## config.mk

```make
export PLATFORM = sky130hd
export DESIGN_NAME = dac_sample_sequencer
export DESIGN_NICKNAME = d
export VERILOG_FILES = /design/src/rtl/dac_seq_pkg.sv /design/src/rtl/sample_fifo.sv /design/src/rtl/dac_sample_sequencer.sv
export SDC_FILE = /design/constraint.sdc
export NUM_CORES = 1
export LEC_CHECK = 0
export CORE_UTILIZATION = 25
export DETAILED_ROUTE_END_ITERATION = 7
export PLACE_DENSITY = 0.52
export SYNTH_ARGS = -nofsm -noshare
export SYNTH_HDL_FRONTEND = slang
export SYNTH_SLANG_ARGS = --single-unit
```

## constraint.sdc

```tcl
create_clock -name clk -period 4 [get_ports clk]
set_input_delay 0.6 -clock clk [delete_from_list [all_inputs] [get_ports clk]]
set_output_delay 0.6 -clock clk [all_outputs]
set_load 0.02 [all_outputs]
```

## src/rtl/dac_seq_pkg.sv

```systemverilog
// Shared definitions for the DAC sample sequencer.
//   BYTE_W            host byte width
//   DEF_BW/DEPTH/DIV_W default sample width, FIFO depth, rate divider width
//   sched_state_t     playback scheduler states
//   asm_state_t       byte assembler states
//   level_w()         width of a FIFO occupancy count for a given depth
package dac_seq_pkg;

   localparam int BYTE_W    = 8;
   localparam int DEF_BW    = 16;
   localparam int DEF_DEPTH = 4;
   localparam int DEF_DIV_W = 16;

   typedef enum logic {
      S_IDLE = 1'b0,
      S_RUN  = 1'b1
   } sched_state_t;

   typedef enum logic {
      A_LO = 1'b0,
      A_HI = 1'b1
   } asm_state_t;

   // Occupancy runs 0..DEPTH inclusive, so one bit more than the pointer.
   function automatic int level_w(input int depth);
      return $clog2(depth) + 1;
   endfunction

endpackage

```

## src/rtl/sample_fifo.sv

```systemverilog
// Synchronous sample FIFO, DEPTH entries of BW bits (DEPTH a power of 2).
//   clk, rst_n   clock, async active-low reset
//   push, din    write din when not full
//   pop          advance head when not empty
//   flush        synchronous empty; wins over push/pop
//   head         entry at the read pointer (valid when !empty)
//   full, empty  status from the registered level
//   level        current occupancy
// A push into an empty FIFO is not visible at head until the next cycle.
module sample_fifo
   import dac_seq_pkg::*;
#(
   parameter int BW    = DEF_BW,
   parameter int DEPTH = DEF_DEPTH
) (
   input  logic                   clk,
   input  logic                   rst_n,
   input  logic                   push,
   input  logic                   pop,
   input  logic                   flush,
   input  logic [BW-1:0]          din,
   output logic [BW-1:0]          head,
   output logic                   full,
   output logic                   empty,
   output logic [$clog2(DEPTH):0] level
);

   localparam int AW = $clog2(DEPTH);
   localparam int LW = level_w(DEPTH);

   logic [BW-1:0] mem [DEPTH];
   logic [AW-1:0] wr_ptr;
   logic [AW-1:0] rd_ptr;
   logic          do_push;
   logic          do_pop;

   assign full    = (level == LW'(DEPTH));
   assign empty   = (level == '0);
   assign do_push = push & ~full & ~flush;
   assign do_pop  = pop & ~empty & ~flush;
   assign head    = mem[rd_ptr];

   // Storage needs no reset: only entries below level are ever read.
   always_ff @(posedge clk) begin
      if (do_push) begin
         mem[wr_ptr] <= din;
      end
   end

   // Pointers wrap naturally because DEPTH is a power of 2.
   always_ff @(posedge clk or negedge rst_n) begin
      if (!rst_n) begin
         wr_ptr <= '0;
         rd_ptr <= '0;
         level  <= '0;
      end else if (flush) begin
         wr_ptr <= '0;
         rd_ptr <= '0;
         level  <= '0;
      end else begin
         if (do_push) begin
            wr_ptr <= wr_ptr + 1'b1;
         end
         if (do_pop) begin
            rd_ptr <= rd_ptr + 1'b1;
         end
         case ({do_push, do_pop})
            2'b10:   level <= level + 1'b1;
            2'b01:   level <= level - 1'b1;
            default: level <= level;
         endcase
      end
   end

endmodule

```

## src/rtl/dac_sample_sequencer.sv

```systemverilog
// Feeds the delta-sigma modulator with samples at a programmable rate.
// Host bytes (low then high) are assembled into signed BW-bit samples,
// buffered in a FIFO, and released one per rate tick to dac_o.
//   clk, rst_n      clock, async active-low reset
//   ena             tile enable; low freezes the block
//   clear_i         synchronous flush, wins over every same-cycle event
//   byte_i/byte_valid_i/byte_ready_o   host byte handshake
//   rate_div_i      playback period minus 1, in clk cycles
//   dac_o           registered sample to the modulator
//   dac_strobe_o    one-cycle pulse when dac_o updates
//   underflow_o     sticky, cleared only by clear_i or reset
//   fifo_level_o    FIFO occupancy
//   playing_o       scheduler in RUN
//
// Scheduler states:
//   state  | meaning
//   S_IDLE | priming: counter held at 0, no pops, wait for level >= PRIME
//   S_RUN  | playback: counter counts up, tick at counter >= rate_div_i
module dac_sample_sequencer
   import dac_seq_pkg::*;
#(
   parameter int BW    = DEF_BW,
   parameter int DEPTH = DEF_DEPTH,
   parameter int DIV_W = DEF_DIV_W,
   parameter int PRIME = DEPTH / 2
) (
   input  logic                   clk,
   input  logic                   rst_n,
   input  logic                   ena,
   input  logic                   clear_i,
   input  logic [BYTE_W-1:0]      byte_i,
   input  logic                   byte_valid_i,
   output logic                   byte_ready_o,
   input  logic [DIV_W-1:0]       rate_div_i,
   output logic [BW-1:0]          dac_o,
   output logic                   dac_strobe_o,
   output logic                   underflow_o,
   output logic [$clog2(DEPTH):0] fifo_level_o,
   output logic                   playing_o
);

   localparam int              LW        = level_w(DEPTH);
   localparam logic [LW-1:0]   PRIME_LVL = LW'(PRIME);

   sched_state_t      state_q;
   sched_state_t      state_nxt;
   asm_state_t        asm_q;
   logic [DIV_W-1:0]  cnt_q;
   logic [DIV_W-1:0]  cnt_nxt;
   logic [BYTE_W-1:0] low_q;
   logic              tick;
   logic              byte_fire;
   logic              push;
   logic              pop;
   logic [BW-1:0]     fifo_head;
   logic              fifo_full;
   logic              fifo_empty;
   logic [LW-1:0]     fifo_level;

   assign byte_ready_o = ena & ~fifo_full & ~clear_i;
   assign byte_fire    = byte_valid_i & byte_ready_o;
   assign push         = byte_fire & (asm_q == A_HI);
   // tick is already gated by ena and clear_i in the scheduler.
   assign pop          = tick & ~fifo_empty;

   assign fifo_level_o = fifo_level;
   assign playing_o    = (state_q == S_RUN);

   sample_fifo #(
      .BW    (BW),
      .DEPTH (DEPTH)
   ) u_fifo (
      .clk   (clk),
      .rst_n (rst_n),
      .push  (push),
      .pop   (pop),
      .flush (clear_i),
      .din   ({byte_i, low_q}),
      .head  (fifo_head),
      .full  (fifo_full),
      .empty (fifo_empty),
      .level (fifo_level)
   );

   always_ff @(posedge clk or negedge rst_n) begin
      if (!rst_n) begin
         state_q <= S_IDLE;
         cnt_q   <= '0;
      end else begin
         state_q <= state_nxt;
         cnt_q   <= cnt_nxt;
      end
   end

   // The >= compare means a rate lowered below the running count ticks at
   // once instead of waiting for the counter to wrap.
   always_comb begin
      state_nxt = state_q;
      cnt_nxt   = cnt_q;
      tick      = 1'b0;
      if (clear_i) begin
         state_nxt = S_IDLE;
         cnt_nxt   = '0;
      end else if (ena) begin
         case (state_q)
            S_IDLE: begin
               cnt_nxt = '0;
               if (fifo_level >= PRIME_LVL) begin
                  state_nxt = S_RUN;
               end
            end
            S_RUN: begin
               if (cnt_q >= rate_div_i) begin
                  tick    = 1'b1;
                  cnt_nxt = '0;
                  if (fifo_empty) begin
                     state_nxt = S_IDLE;
                  end
               end else begin
                  cnt_nxt = cnt_q + 1'b1;
               end
            end
            default: begin
               state_nxt = S_IDLE;
               cnt_nxt   = '0;
            end
         endcase
      end
   end

   always_ff @(posedge clk or negedge rst_n) begin
      if (!rst_n) begin
         asm_q        <= A_LO;
         low_q        <= '0;
         dac_o        <= '0;
         dac_strobe_o <= 1'b0;
         underflow_o  <= 1'b0;
      end else if (clear_i) begin
         asm_q        <= A_LO;
         dac_o        <= '0;
         dac_strobe_o <= 1'b0;
         underflow_o  <= 1'b0;
      end else begin
         if (byte_fire) begin
            if (asm_q == A_LO) begin
               low_q <= byte_i;
               asm_q <= A_HI;
            end else begin
               asm_q <= A_LO;
            end
         end
         if (pop) begin
            dac_o <= fifo_head;
         end
         dac_strobe_o <= pop;
         if (tick && fifo_empty) begin
            underflow_o <= 1'b1;
         end
      end
   end

endmodule

```

Yosys cells after proc, flatten, opt, wreduce, memory -nomap -nowiden
Memories as Yosys holds them, arrays and structs flattened. Cells that the tools add are included.

Flip-flop bits (word level): 51. Bits in writable memories: 64. Bits of input ports: 29. Output and inout port bits: 23. Word-level logic and storage cells: 75. Memories kept: 1.

Add/sub/neg operators: 5. Magnitude comparators: 2. Equality and inequality tests: 3. Multiplexer cells: 30. Bitwise operators: 14. Reduce and logical (&&, ||, !) cells: 10.

Memory list: u_fifo.mem (depth 4, bits a word 16, read ports 1, clocked after Yosys merged registers in 0, write ports 1, RTL line sample_fifo.sv:31) `logic [BW-1:0] mem [DEPTH];`.

Operators with widths (count): 16-bit two-way mux (5); 16-bit one-hot mux with 2 select lines (1); 1-bit two-way mux (17); 16-bit by 1-bit adder with 16-bit output, second input constant (1); 16-bit greater-or-equal comparator (1); 2-bit nonzero test (6); 1-bit bitwise AND (9); 2-bit two-way mux (4); 3-bit one-hot mux with 2 select lines (1); 1-bit inverter (5); 2-bit by 1-bit adder with 2-bit output, second input constant (2); 3-bit by 1-bit adder with 3-bit output, second input constant (1); 3-bit equality test, second input constant (1); 3-bit by 2-bit greater-or-equal comparator with 1-bit output, second input constant (1); 3-bit zero test (1); 3-bit two-way mux (1); 3-bit AND reduction (1); 3-bit nonzero test (1); 3-bit by 1-bit subtractor with 3-bit output, second input constant (1); 2-bit by 1-bit equality test with 1-bit output, second input constant (1); 2-bit equality test, second input constant (1); 1-bit one-hot mux with 2 select lines (1); 1-bit logical AND (1).

Logic depth before layout (Yosys ltp)
Gate-level depths: netlist of the first run.

Depth after elaboration: 11. Depth in mapped cells: 13. Depth with buffers taken out: 12.

Cells and area by module
From an unflattened synthesis of the first run, not the netlist that was laid out.

Cell total of the unflattened synthesis: 380. Area total of the unflattened synthesis: 5415.2 sq um.

By module, submodules not included: sample_fifo (instances 1, cells each 149, area each 2916.5 sq um, sequential area each 2097.0 sq um); dac_sample_sequencer (instances 1, cells each 231, area each 2498.6 sq um, sequential area each 1101.1 sq um).

Worst setup path after synthesis of the first run
OpenSTA, ideal clock, no wires.

Path kind: input port to flip-flop. Start point: input port rate_div_i[0]. End point: register u_fifo.level[2]. Setup time: 0.131 ns. Arrival: 3.158 ns. Required time: 3.869 ns. Setup slack: 0.711 ns. Stages: 11. Path buffers: 1. Cell sequence: ha_1 > nand2b_1 > a2111o_1 > a311oi_2 > a21oi_2 > buf_2 > and2_1 > fa_1 > or4b_2 > a21oi_1 > or3_1.

Cells in the longest elaborated chain, start to end: 11. Elaborated cells between the ends (all ways): 13. Those cells by class: order compare (1); eq/ne (2); mux (6); bitwise (3); reduce/logical (1).

Ends and longest elaborated chain: start: declaration (RTL line dac_sample_sequencer.sv:34) `input logic [DIV_W-1:0] rate_div_i,`; 16-bit greater-or-equal comparator (*) (RTL line dac_sample_sequencer.sv:113) `if (cnt_q >= rate_div_i) begin`; 1-bit two-way mux (*) (RTL line dac_sample_sequencer.sv:113); 1-bit two-way mux (*) (RTL line dac_sample_sequencer.sv:105) `case (state_q)`; 1-bit two-way mux (*) (RTL line dac_sample_sequencer.sv:104) `end else if (ena) begin`; 1-bit two-way mux (*) (RTL line dac_sample_sequencer.sv:101) `if (clear_i) begin`; 1-bit bitwise AND (*) (RTL line dac_sample_sequencer.sv:64) `assign pop = tick & ~fifo_empty;`; 1-bit bitwise AND (*) (2 in series) (RTL line sample_fifo.sv:40) `assign do_pop = pop & ~empty & ~flush;`; 2-bit by 1-bit equality test with 1-bit output / 2-bit equality test (equally long branches) (RTL line sample_fifo.sv:67) `case ({do_push, do_pop})`; 3-bit one-hot mux with 2 select lines (RTL line sample_fifo.sv:67); 3-bit two-way mux (RTL line sample_fifo.sv:56) `end else if (flush) begin`; end signal: assignment (RTL line sample_fifo.sv:68) `2'b10: level <= level + 1'b1;`; end signal: assignment (RTL line sample_fifo.sv:69) `2'b01: level <= level - 1'b1;`; end signal: assignment (RTL line sample_fifo.sv:70) `default: level <= level;`; end: declaration (RTL line sample_fifo.sv:25) `output logic [$clog2(DEPTH):0] level`.

Mark *: on every way between the ends. The rest lies on a longest branch, timed or not. A chain may end at the register's enable or synchronous reset.

Worst setup path in the final report of the first run
Ends and elaborated chain as after synthesis.

==> results of run 1 <==
==> synthesized netlist by cell type (5+ instances only) <==
master | instances | area share, %
nor3_1 | 5 | 0.48
edfxtp_1 | 64 | 37
a21o_1 | 10 | 1.4
clkbuf_1 | 10 | 0.72
a21oi_1 | 5 | 0.48
ha_1 | 21 | 5.0
or3_1 | 6 | 0.72
mux4_2 | 16 | 6.9
nand2_1 | 34 | 2.4
nor2_1 | 15 | 1.1
dfrtp_1 | 51 | 24
nand4_1 | 5 | 0.60
mux2_2 | 9 | 1.9
nand2b_1 | 21 | 2.5
and2_1 | 6 | 0.72
o21ai_0 | 32 | 3.1
and3_1 | 6 | 0.72
inv_1 | 23 | 1.7
nand3_1 | 9 | 0.86
nor3b_1 | 6 | 0.86
==> kinds of logic after synthesis <==
family / after synthesis / share of synthesized area (%)
simple gates: 123 / 12.4
flops: 115 / 61.1
compound gates: 65 / 8.11
buf+inv: 39 / 3.16
mux: 26 / 9.02
fa+ha+maj: 22 / 5.41
xor+xnor: 3 / 0.766
==> metal layers <==
layer	track usage [%]	vias to the layer above
li1	-	1575
met2	18.7	62
met3	3.72	7
met4	3.13	0
met5	0	-
met1	14.7	1635
==> through the flow <==
step	cell area [um2]	worst slack [ps]	std cells
detailed placement	6080	355	708
finish	6610	767	740
global placement	6080	372	708
global route	6610	640	740
floorplan	5230	711	393
CTS	6610	764	740
==> worst reg2reg max path: stages, from the launching register on <==
cell and delay [ps]:
dfrtp_1 400, inv_1 60, ha_1 260, nand2b_1 130
a2111o_1 410, a311oi_2 420, a21oi_4 90, and2_1 180
fa_1 390, or4b_2 220, a21oi_1 50, or3_1 320
==> cell type report <==
type,instances,area [um2],share of cell area [%]
tap,270,338,5.11
multi-input combinational,239,1870,28.4
clock buffer,23,448,6.78
clock inverter,9,85.1,1.29
timing repair buffer,61,581,8.78
inverter,23,86.3,1.31
sequential,115,3200,48.4
==> power by group through the flow <==
stage	Combinational, uW	Clock [uW]	Sequential (uW)
after floorplan	50.0	0	1340
after detailed placement	111	0	1340
after global placement	108	0	1340
after CTS	111	1410	1320
after global routing	122	1450	1330
final	108	1360	1320
==> worst paths after layout <==
kind,start,end,slack [ps],cells after the start
setup reg to reg,cnt_q[0],u_fifo.level[2],930,11
min in group clk,low_q[7],u_fifo.mem[2][7],510,0
setup / recovery,rate_div_i[0],u_fifo.level[2],770,11
max in group asynchronous,rst_n,underflow_o,2940,2
hold reg to reg,low_q[7],u_fifo.mem[2][7],510,0
hold / removal,rst_n,dac_o[6],200,1
==> flip-flops by register name, summed over array words and instances (netlist names), 2 cells and up <==
name	cells
dac_o	16
u_fifo.wr_ptr	2
low_q	8
u_fifo.mem	64
u_fifo.level	3
u_fifo.rd_ptr	2
cnt_q	16
==> flow_metrics.env, run 1 <==
export IMPL_status="complete, no violations"
export IMPL_coreArea_um2=20400
export IMPL_pwr_share_clk_pct=48.8
export IMPL_syn_to_final_growth_pct=26.4
export IMPL_utilization_pct=32.5
export IMPL_chipHeight_um=147
export IMPL_layout_commonest_cell="edfxtp_1"
export IMPL_peakVddDrop_v=0.000279
export IMPL_hold_buffers=0
export IMPL_met1_length_um=5430
export IMPL_seqPwrFrac_pct=47.3
export IMPL_start_util_pct=25.7
export IMPL_async_flop_share_pct=44.3
export IMPL_crit_family="compound AO/OA/AOI/OAI gates"
export IMPL_max_freq_ghz=0.309
export IMPL_grt_pass1_wl_um=18900
export IMPL_syn_avg_cell_area_um2=13.3
export IMPL_drt_iter0_drc=158
export IMPL_worst_pin_slew_ps=923
export IMPL_cts_sinks=115
export IMPL_avgRoutedWirePerCell_um=15.3
export IMPL_netlist_area_um2=5230
export IMPL_gr_usage_all_layers_pct=11.5
export IMPL_synth_fp_nets=444
export IMPL_critPathBufInv=1
export IMPL_grt_pass1_vias=3497
export IMPL_relSlewSlack_pct=38.5
export IMPL_die_area_um2=21500
export IMPL_syn_inst=393
export IMPL_n_antenna_cell=0
export IMPL_topRoutingLayerUsed="met4"
export IMPL_overflow=0
export IMPL_maxSlewViolCount=0
export IMPL_ys_warn_count=0
export IMPL_power_density_nw_per_um2=422
export IMPL_skew_ps=7.18
export IMPL_hold_class="in -> async"
export IMPL_p_switching_uw=587
export IMPL_vias=3279
export IMPL_ant_nets=0
export IMPL_setup_viol=0
export IMPL_seq_area_frac_synth_pct=61.1
export IMPL_p_int_uw=2200
export IMPL_cts_buffers=17
export IMPL_dr_wl_met3_um=419
export IMPL_startpoint_type="primary input"
export IMPL_period_share_pct=80.8
export IMPL_worstPathRequired_ps=4280
export IMPL_htreeDepth=4
export IMPL_cpMaxStageDelayCell="a311oi_2"
export IMPL_crit_type="in -> reg"
export IMPL_whs_ps=202
export IMPL_slowest_delay_ps=420
export IMPL_die_w_um=147
export IMPL_path_max_fanout=3
export IMPL_ys_flop_type="edfxtp_1"
export IMPL_drcViolationCount=0
export IMPL_fin_total_pwr_uw=2790
export IMPL_first_pass_iters=4
export IMPL_ys_types=47
export IMPL_ys_ff_latch=115
export IMPL_via_per_inst=4.43
export IMPL_post_dp_hpwl_um=7320
export IMPL_antenna_found_initial=0
export IMPL_drive_gt1_share_pct=14.9
export IMPL_nFillCells=2019
export IMPL_cp_data_arrival_time_ps=3510
export IMPL_row_count=52
export IMPL_final_cell_mix="64 x edfxtp_1, 51 x dfrtp_1, 50 x clkdlybuf4s50_1"
export IMPL_clkLatencyLatePin_ps=400
export IMPL_grt_max_degree=44
export IMPL_post_cts_repair_setup_buffers=0
export IMPL_synth_edff_count=64
export IMPL_finalHoldViolations=0
export IMPL_clockBufferDepth=2
export IMPL_worstPathCellList="clkdlybuf4s50_1 -> ha_1 -> nand2b_1 -> a2111o_1 -> a311oi_2 -> a21oi_4 -> and2_1 -> fa_1 -> or4b_2 -> a21oi_1 -> or3_1"
export IMPL_p_leak_uw=0.00257
export IMPL_rsz0062_at_grt="no"
export IMPL_endpoint_kind="register"
export IMPL_drv_cap=0
export IMPL_sw_frac_of_total_pct=21.0
export IMPL_dr_wl_met2_um=5390
export IMPL_cts_root_buf="clkbuf_16"
export IMPL_ios=52
export IMPL_path_clk_slew_ps=50
export IMPL_pwr_share_comb_pct=3.9
export IMPL_fin_tns_setup_ps=0
export IMPL_fin_crit_ps=3230
export IMPL_cts_tree="built"
export IMPL_port_buffers=51
export IMPL_post_cts_resized=0
export IMPL_finalWeightedCongestion=0.760
export IMPL_wirelength_um=11300
export IMPL_nets=508
(Power assumes the default switching activity.)
==> inputs of run 2 (changes only) <==
==> constraint.sdc (replaced) <==
create_clock -name clk -period 3.11 [get_ports clk]
set_input_delay 0.4665 -clock clk [delete_from_list [all_inputs] [get_ports clk]]
set_output_delay 0.4665 -clock clk [all_outputs]
set_load 0.02 [all_outputs]
==> run 2 against run 1 <==
Final area increased by 2.0%. Sequential cell count stayed put. Combinational power up 33%. Setup slack got worse by 630 ps. Worst hold slack gained 310 ps. Critical path depth did not move. Routed wire length increased by 2.1%. Register-to-register slack worse by 780 ps. First-iteration DRC count stayed put. Total power grew 32%. Clock-buffer cell count fell by 5. Global-route usage hardly changed.
==> flow_metrics.env, run 2 (synthesis gave the netlist of run 1 again) <==
export IMPL_status="complete, no violations"
export IMPL_cts_buffers=17
export IMPL_maxSlewViolCount=0
export IMPL_gr_usage_all_layers_pct=11.6
export IMPL_cts_sinks=115
export IMPL_overflow=0
export IMPL_rsz0062_at_grt="no"
export IMPL_crit_family="compound AO/OA/AOI/OAI gates"
export IMPL_via_per_inst=4.45
export IMPL_peakVddDrop_v=0.000396
export IMPL_period_share_pct=95.7
export IMPL_hold_depth=2
export IMPL_worst_pin_slew_ps=888
export IMPL_endpoint_kind="register"
export IMPL_cpMaxStageDelayCell="clkdlybuf4s50_1"
export IMPL_top_regs="u_fifo.mem (64), cnt_q (16), dac_o (16)"
export IMPL_chipHeight_um=147
export IMPL_r2r_end="u_fifo.level[2]"
export IMPL_syn_to_final_growth_pct=28.9
export IMPL_path_clk_slew_ps=50
export IMPL_drcViolationCount=0
export IMPL_layout_commonest_cell="edfxtp_1"
export IMPL_worst_slack_ps=133
export IMPL_reg2reg_depth=11
export IMPL_fin_crit_ps=2980
export IMPL_relSlewSlack_pct=40.8
export IMPL_die_w_um=147
export IMPL_min_to="underflow_o"
export IMPL_slowest_delay_ps=400
export IMPL_grt_pass1_vias=3555
export IMPL_start_util_pct=25.7
export IMPL_worstPathCellList="clkdlybuf4s50_1 -> ha_1 -> nand2b_1 -> a2111o_1 -> a311oi_2 -> a21oi_4 -> and2_1 -> fa_2 -> or4b_2 -> a21oi_1 -> or3_1"
export IMPL_max_freq_ghz=0.336
export IMPL_drive_gt1_share_pct=18.3
export IMPL_startpoint_type="primary input"
export IMPL_finalHoldViolations=0
export IMPL_ant_nets=0
export IMPL_cts_root_buf="clkbuf_16"
export IMPL_timing_reg2reg_setup_slack_ps=150
export IMPL_vias=3344
export IMPL_pre_cts_ws_ps=-405
export IMPL_whs_ps=512
export IMPL_row_count=52
export IMPL_largest_reg_flops=64
export IMPL_crit_type="in -> reg"
export IMPL_grt_pass1_wl_um=18800
export IMPL_path_max_fanout=3
export IMPL_n_antenna_cell=0
export IMPL_antenna_found_initial=0
export IMPL_clockBufferDepth=2
export IMPL_grt_max_degree=44
export IMPL_coreArea_um2=20400
export IMPL_finalWeightedCongestion=0.788
export IMPL_setup_viol=0
export IMPL_regMostFlops="u_fifo.mem"
export IMPL_avgRoutedWirePerCell_um=15.4
export IMPL_critPathBufInv=1
export IMPL_worstPathRequired_ps=3380
export IMPL_drt_iter0_drc=158
export IMPL_p_leak_uw=0.00265
export IMPL_drv_cap=0
export IMPL_cts_tree="built"
export IMPL_post_dp_hpwl_um=7490
export IMPL_cp_data_arrival_time_ps=3250
export IMPL_wirelength_um=11500
export IMPL_skew_ps=10.2
export IMPL_die_area_um2=21500
export IMPL_hold_class="reg -> reg"
export IMPL_first_pass_iters=4
export IMPL_clkLatencyLatePin_ps=410
export IMPL_htreeDepth=4
export IMPL_power_density_nw_per_um2=548
export IMPL_rr_startpoint="cnt_q[0]"
export IMPL_port_buffers=51
export IMPL_nets=519
export IMPL_final_cell_mix="64 x edfxtp_1, 51 x dfrtp_1, 50 x clkdlybuf4s50_1"
export IMPL_hold_start="underflow_o"
export IMPL_ios=52
==> run 2: cell count changes in the layout (fill, tap and decap cells not counted), moves of 2 or more <==
cell        delta
buf_4         +10
clkbuf_1       -6
clkinv_2       -3
clkinvlp_4     -2
inv_6          +7
inv_8          +4
==> run 2: final cells by class <==
class                   count  area [um2]
clock buffers              18         439
clock inverters            14         131
fillers                  2000       13600
inverters                  23        86.3
multi-input cells         239        1880
flip-flops and latches    115        3200
well taps                 270         338
repair buffers             72         666
==> run 2: report_power, final <==
part / total (uW) / internal [uW] / switching, uW
clock network: 1850 / 1080 / 773
registers: 1700 / 1670 / 29.9
logic: 144 / 76.9 / 67.0
total: 3690 / 2820 / 870
==> run 2: through the flow <==
stage	util [%]	setup TNS [ps]	instance area [um2]	std cells	power [uW]
CTS	33.1	0	6740	751	3740
global route	33.1	0	6740	751	3830
finish	33.1	0	6740	751	3690
global placement	30.2	-479	6150	718	1870
floorplan	-	0	5240	393	1780
detailed placement	30.2	-870	6150	718	1870
==> run 2: how the worst max path moves through the flow <==
stage	from	endpoint	slack, ps	depth (start not counted)
finish	rate_div_i[0]	u_fifo.level[2]	130	11
CTS	rate_div_i[11]	u_fifo.level[2]	10	12
global route	rate_div_i[11]	u_fifo.level[2]	0.4	12
global placement	rate_div_i[11]	u_fifo.level[2]	-280	12
detailed placement	rate_div_i[11]	u_fifo.level[2]	-410	12
floorplan	rate_div_i[0]	u_fifo.level[2]	20	11
==> run 2: timing repair <==
action	in CTS	in global routing
hold endpoints to repair	14	0
gates resized for setup	0	1
hold buffers	1	0
setup buffers	0	0
setup endpoints to repair	0	2
==> run 2: metal layers <==
layer,wire (um),vias up,track usage [%]
met5,0,-,0
met4,138,0,4.58
met3,373,10,2.81
met2,5690,63,19.0
met1,5350,1673,14.7
li1,-,1598,-
==> run 2: worst min-delay path, cell delays in order, from the launching register on <==
cell and delay, ps:
dfrtp_1 360, a31oi_1 50, nor2_1 70
==> variant: new RTL, settings of run 2 <==
Register the input `rate_div_i` before use, cleared by the reset. The logic sees it one clock later. The other inputs are not delayed to match. Comments in the files are not updated.
--- a/src/rtl/dac_sample_sequencer.sv
+++ b/src/rtl/dac_sample_sequencer.sv
@@ -42,4 +42,14 @@
    localparam int              LW        = level_w(DEPTH);
    localparam logic [LW-1:0]   PRIME_LVL = LW'(PRIME);
+
+   logic [DIV_W-1:0] rate_div_q;
+
+   always_ff @(posedge clk or negedge rst_n) begin
+      if (!rst_n) begin
+         rate_div_q <= '0;
+      end else begin
+         rate_div_q <= rate_div_i;
+      end
+   end
 
    sched_state_t      state_q;
@@ -111,5 +121,5 @@
             end
             S_RUN: begin
-               if (cnt_q >= rate_div_i) begin
+               if (cnt_q >= rate_div_q) begin
                   tick    = 1'b1;
                   cnt_nxt = '0;
Behaviour: not the same (Yosys sat finds a counterexample within 10 cycles, from zero or initial values and one cycle with rst_n low).
==> variant against run 2 <==
- critical endpoint unchanged
- final area grew 9.7%
- synthesized area up 8.5%
- setup slack worse by 270 ps
- the flow now finishes with violations (DRC, setup timing)
- synthesized cell count is 6.4% higher
- via count is 12% higher
- register-to-register slack lost 280 ps
- wire length is 14% higher
- critical path depth did not move
- sequential cell count increased by 16
- total power grew 7.6%
==> variant: results (changes against run 2) <==
[synth]
ys_seq_area_frac=0.6343  ; +0.02284
yosys_warnings=0  ; unchanged
async_flop_share=0.5115  ; +0.06797
synth_edf_count=64  ; unchanged
yosys-top-cells-count=dfrtp_1, edfxtp_1, a21oi_1
synth_area_leaders=edfxtp_1, dfrtp_1, mux4_2
synth.distinct_cells=49  ; +4.3%
syn_nets=469  ; +5.6%

[detailed_routing]
viasPerCell=4.684  ; +5.2%
drt-pass1-iter-count=8  ; +4
routedWlPerCell_um=16.40  ; +6.6%
drc=5  ; +5
drt-initial-drc-count=172  ; +8.9%

[critical_path]
cp_max_fo=4  ; +1
max_stage_delay_ps=420  ; +20 ps
rr_worst_depth=11  ; unchanged
critPathArrivalTime_ps=3540  ; +290 ps
path_delay_family=simple AND/OR/NAND/NOR gates
critPathSlowestCell=or3_4

[placed_design]
place_hpwl_um=8834  ; +18%
dp_slack_ps=-183.7  ; +221.5 ps
placed_cell_area_sq_um=6799  ; +10%
gp_congestion=0.7857  ; -0.34%
port_buffers=51  ; unchanged

[clocking]
clock_latency_ps=420
clkTransAtPathRegs_ps=70  ; +20 ps
htreeDepth=4  ; unchanged
clockBufferDepth=2  ; unchanged
cts_root_buf=clkbuf_16
cts_buffers=17  ; unchanged

[outcome]
violations=DRC, setup timing
outcome=finished, violations left

[grt]
grt_max_degree=36  ; -18%
grt_use_total=0.1216  ; +0.005861
grt_pass1_vias=4057  ; +14%
grt_pass1_wl_um=21650  ; +15%
antenna_found_initial=0  ; unchanged

[final_layout]
layout-drive-gt1-share=0.2169  ; +0.03394
final_nets=559  ; +7.7%
largest_reg_flops=64  ; unchanged
diodes=0  ; unchanged
fillCellCount=2184  ; +9.2%
top_register=u_fifo.mem

[power]
ir_drop_mv=0.2970  ; -25%
leakagePower_uw=0.002892  ; +9.2%

[timing]
finalSetupViolations=1  ; +1
fin_ws_ps=-134.9  ; -267.7 ps
finClkSkew_ps=12.13  ; +1.938 ps
slew-limit-headroom=0.3221  ; -0.08618

[worst_hold_path]
worst_hold_path_type=input pin to asynchronous set/reset pin

variant: cell types whose count changed after synthesis, moves of 6 or more:
cell	delta
a21oi_1	+24
nand3_1	+18
dfrtp_1	+16
nand2_1	-15
nand2b_1	-14
a31oi_1	+9
o21ai_0	-8
a21o_1	-7
nor3b_1	-6
variant: worst register-to-register path: stages (launching register included):
cell	delay, ps
dfrtp_1	370
ha_1	310
a21o_1	160
a21o_1	170
a211o_1	290
or3_4	420
nand2_4	70
nor3_2	50
fa_2	370
and3_4	170
a311o_1	340
or4_4	420
variant: layout make-up:
| cell class | instances | area [sq um] | area share |
|---|---|---|---|
| sequential | 131 | 3598 | 0.4865 |
| tap | 280 | 350.3 | 0.04736 |
| clock buffer | 19 | 442.9 | 0.05988 |
| timing repair buffer | 91 | 818.3 | 0.1106 |
| multi-input combinational | 247 | 1986 | 0.2684 |
| clock inverter | 13 | 126.4 | 0.01708 |
| inverter | 20 | 75.07 | 0.01015 |
variant: worst paths after layout:
check / startpoint / to / slack (ps)
max in group asynchronous: rst_n / dac_o[2] / 2270
max: cnt_q[13] / u_fifo.level[2] / -130
min reg2reg: low_q[5] / u_fifo.mem[2][5] / 510
min in group clk: rate_div_i[5] / rate_div_q[5] / 490
max reg2reg: cnt_q[13] / u_fifo.level[2] / -130
min: rst_n / rate_div_q[5] / 150
variant: power by group:
group / leakage (uW) / internal [uW] / switching [uW]
Clock: 0.000272 / 1130 / 779
Sequential: 0.00146 / 1880 / 32.3
Combinational: 0.00116 / 74.7 / 74.9
variant: routing by layer:
layer | routed length (um) | GRT usage | part of all wire | vias up
met5 | 0 | 0 | 0 | -
met4 | 155 | 0.04618 | 0.012 | 0
met3 | 552 | 0.03754 | 0.042 | 13
met2 | 6676 | 0.2064 | 0.51 | 75
met1 | 5751 | 0.1439 | 0.44 | 1905
li1 | - | - | - | 1759
variant: through the flow:
stage,hold WS (ps),setup TNS [ps],utilization,instances
floorplan,170.9,-322.7,-,418
global placement,483.3,-138.7,0.3087,768
detailed placement,506.7,-183.7,0.3087,768
CTS,168.4,-151.5,0.3351,800
global route,205.4,-250.0,0.3358,801
finish,150.3,-134.9,0.3358,801
variant: cell families (layout without fill, tap and decap cells):
logic type                 after synthesis  count (layout)  synth area share
AOI/OAI and AO/OA                       85              85           0.09043
and+or+nand+nor                        109             109            0.1050
xor gates and xnor gates                 3               3          0.004633
buffers and inverters                   40             143           0.02889
adders and majority gates               22              22           0.04985
DFF                                    131             131            0.6343
muxes                                   28              28           0.08690
variant: what timing repair did:
item,CTS,global route
setup endpoints to repair,1,2
setup buffers,0,1
cloned,0,0
resized for setup,2,2
pin swaps,3,0
endpoints found under the hold margin,0,0
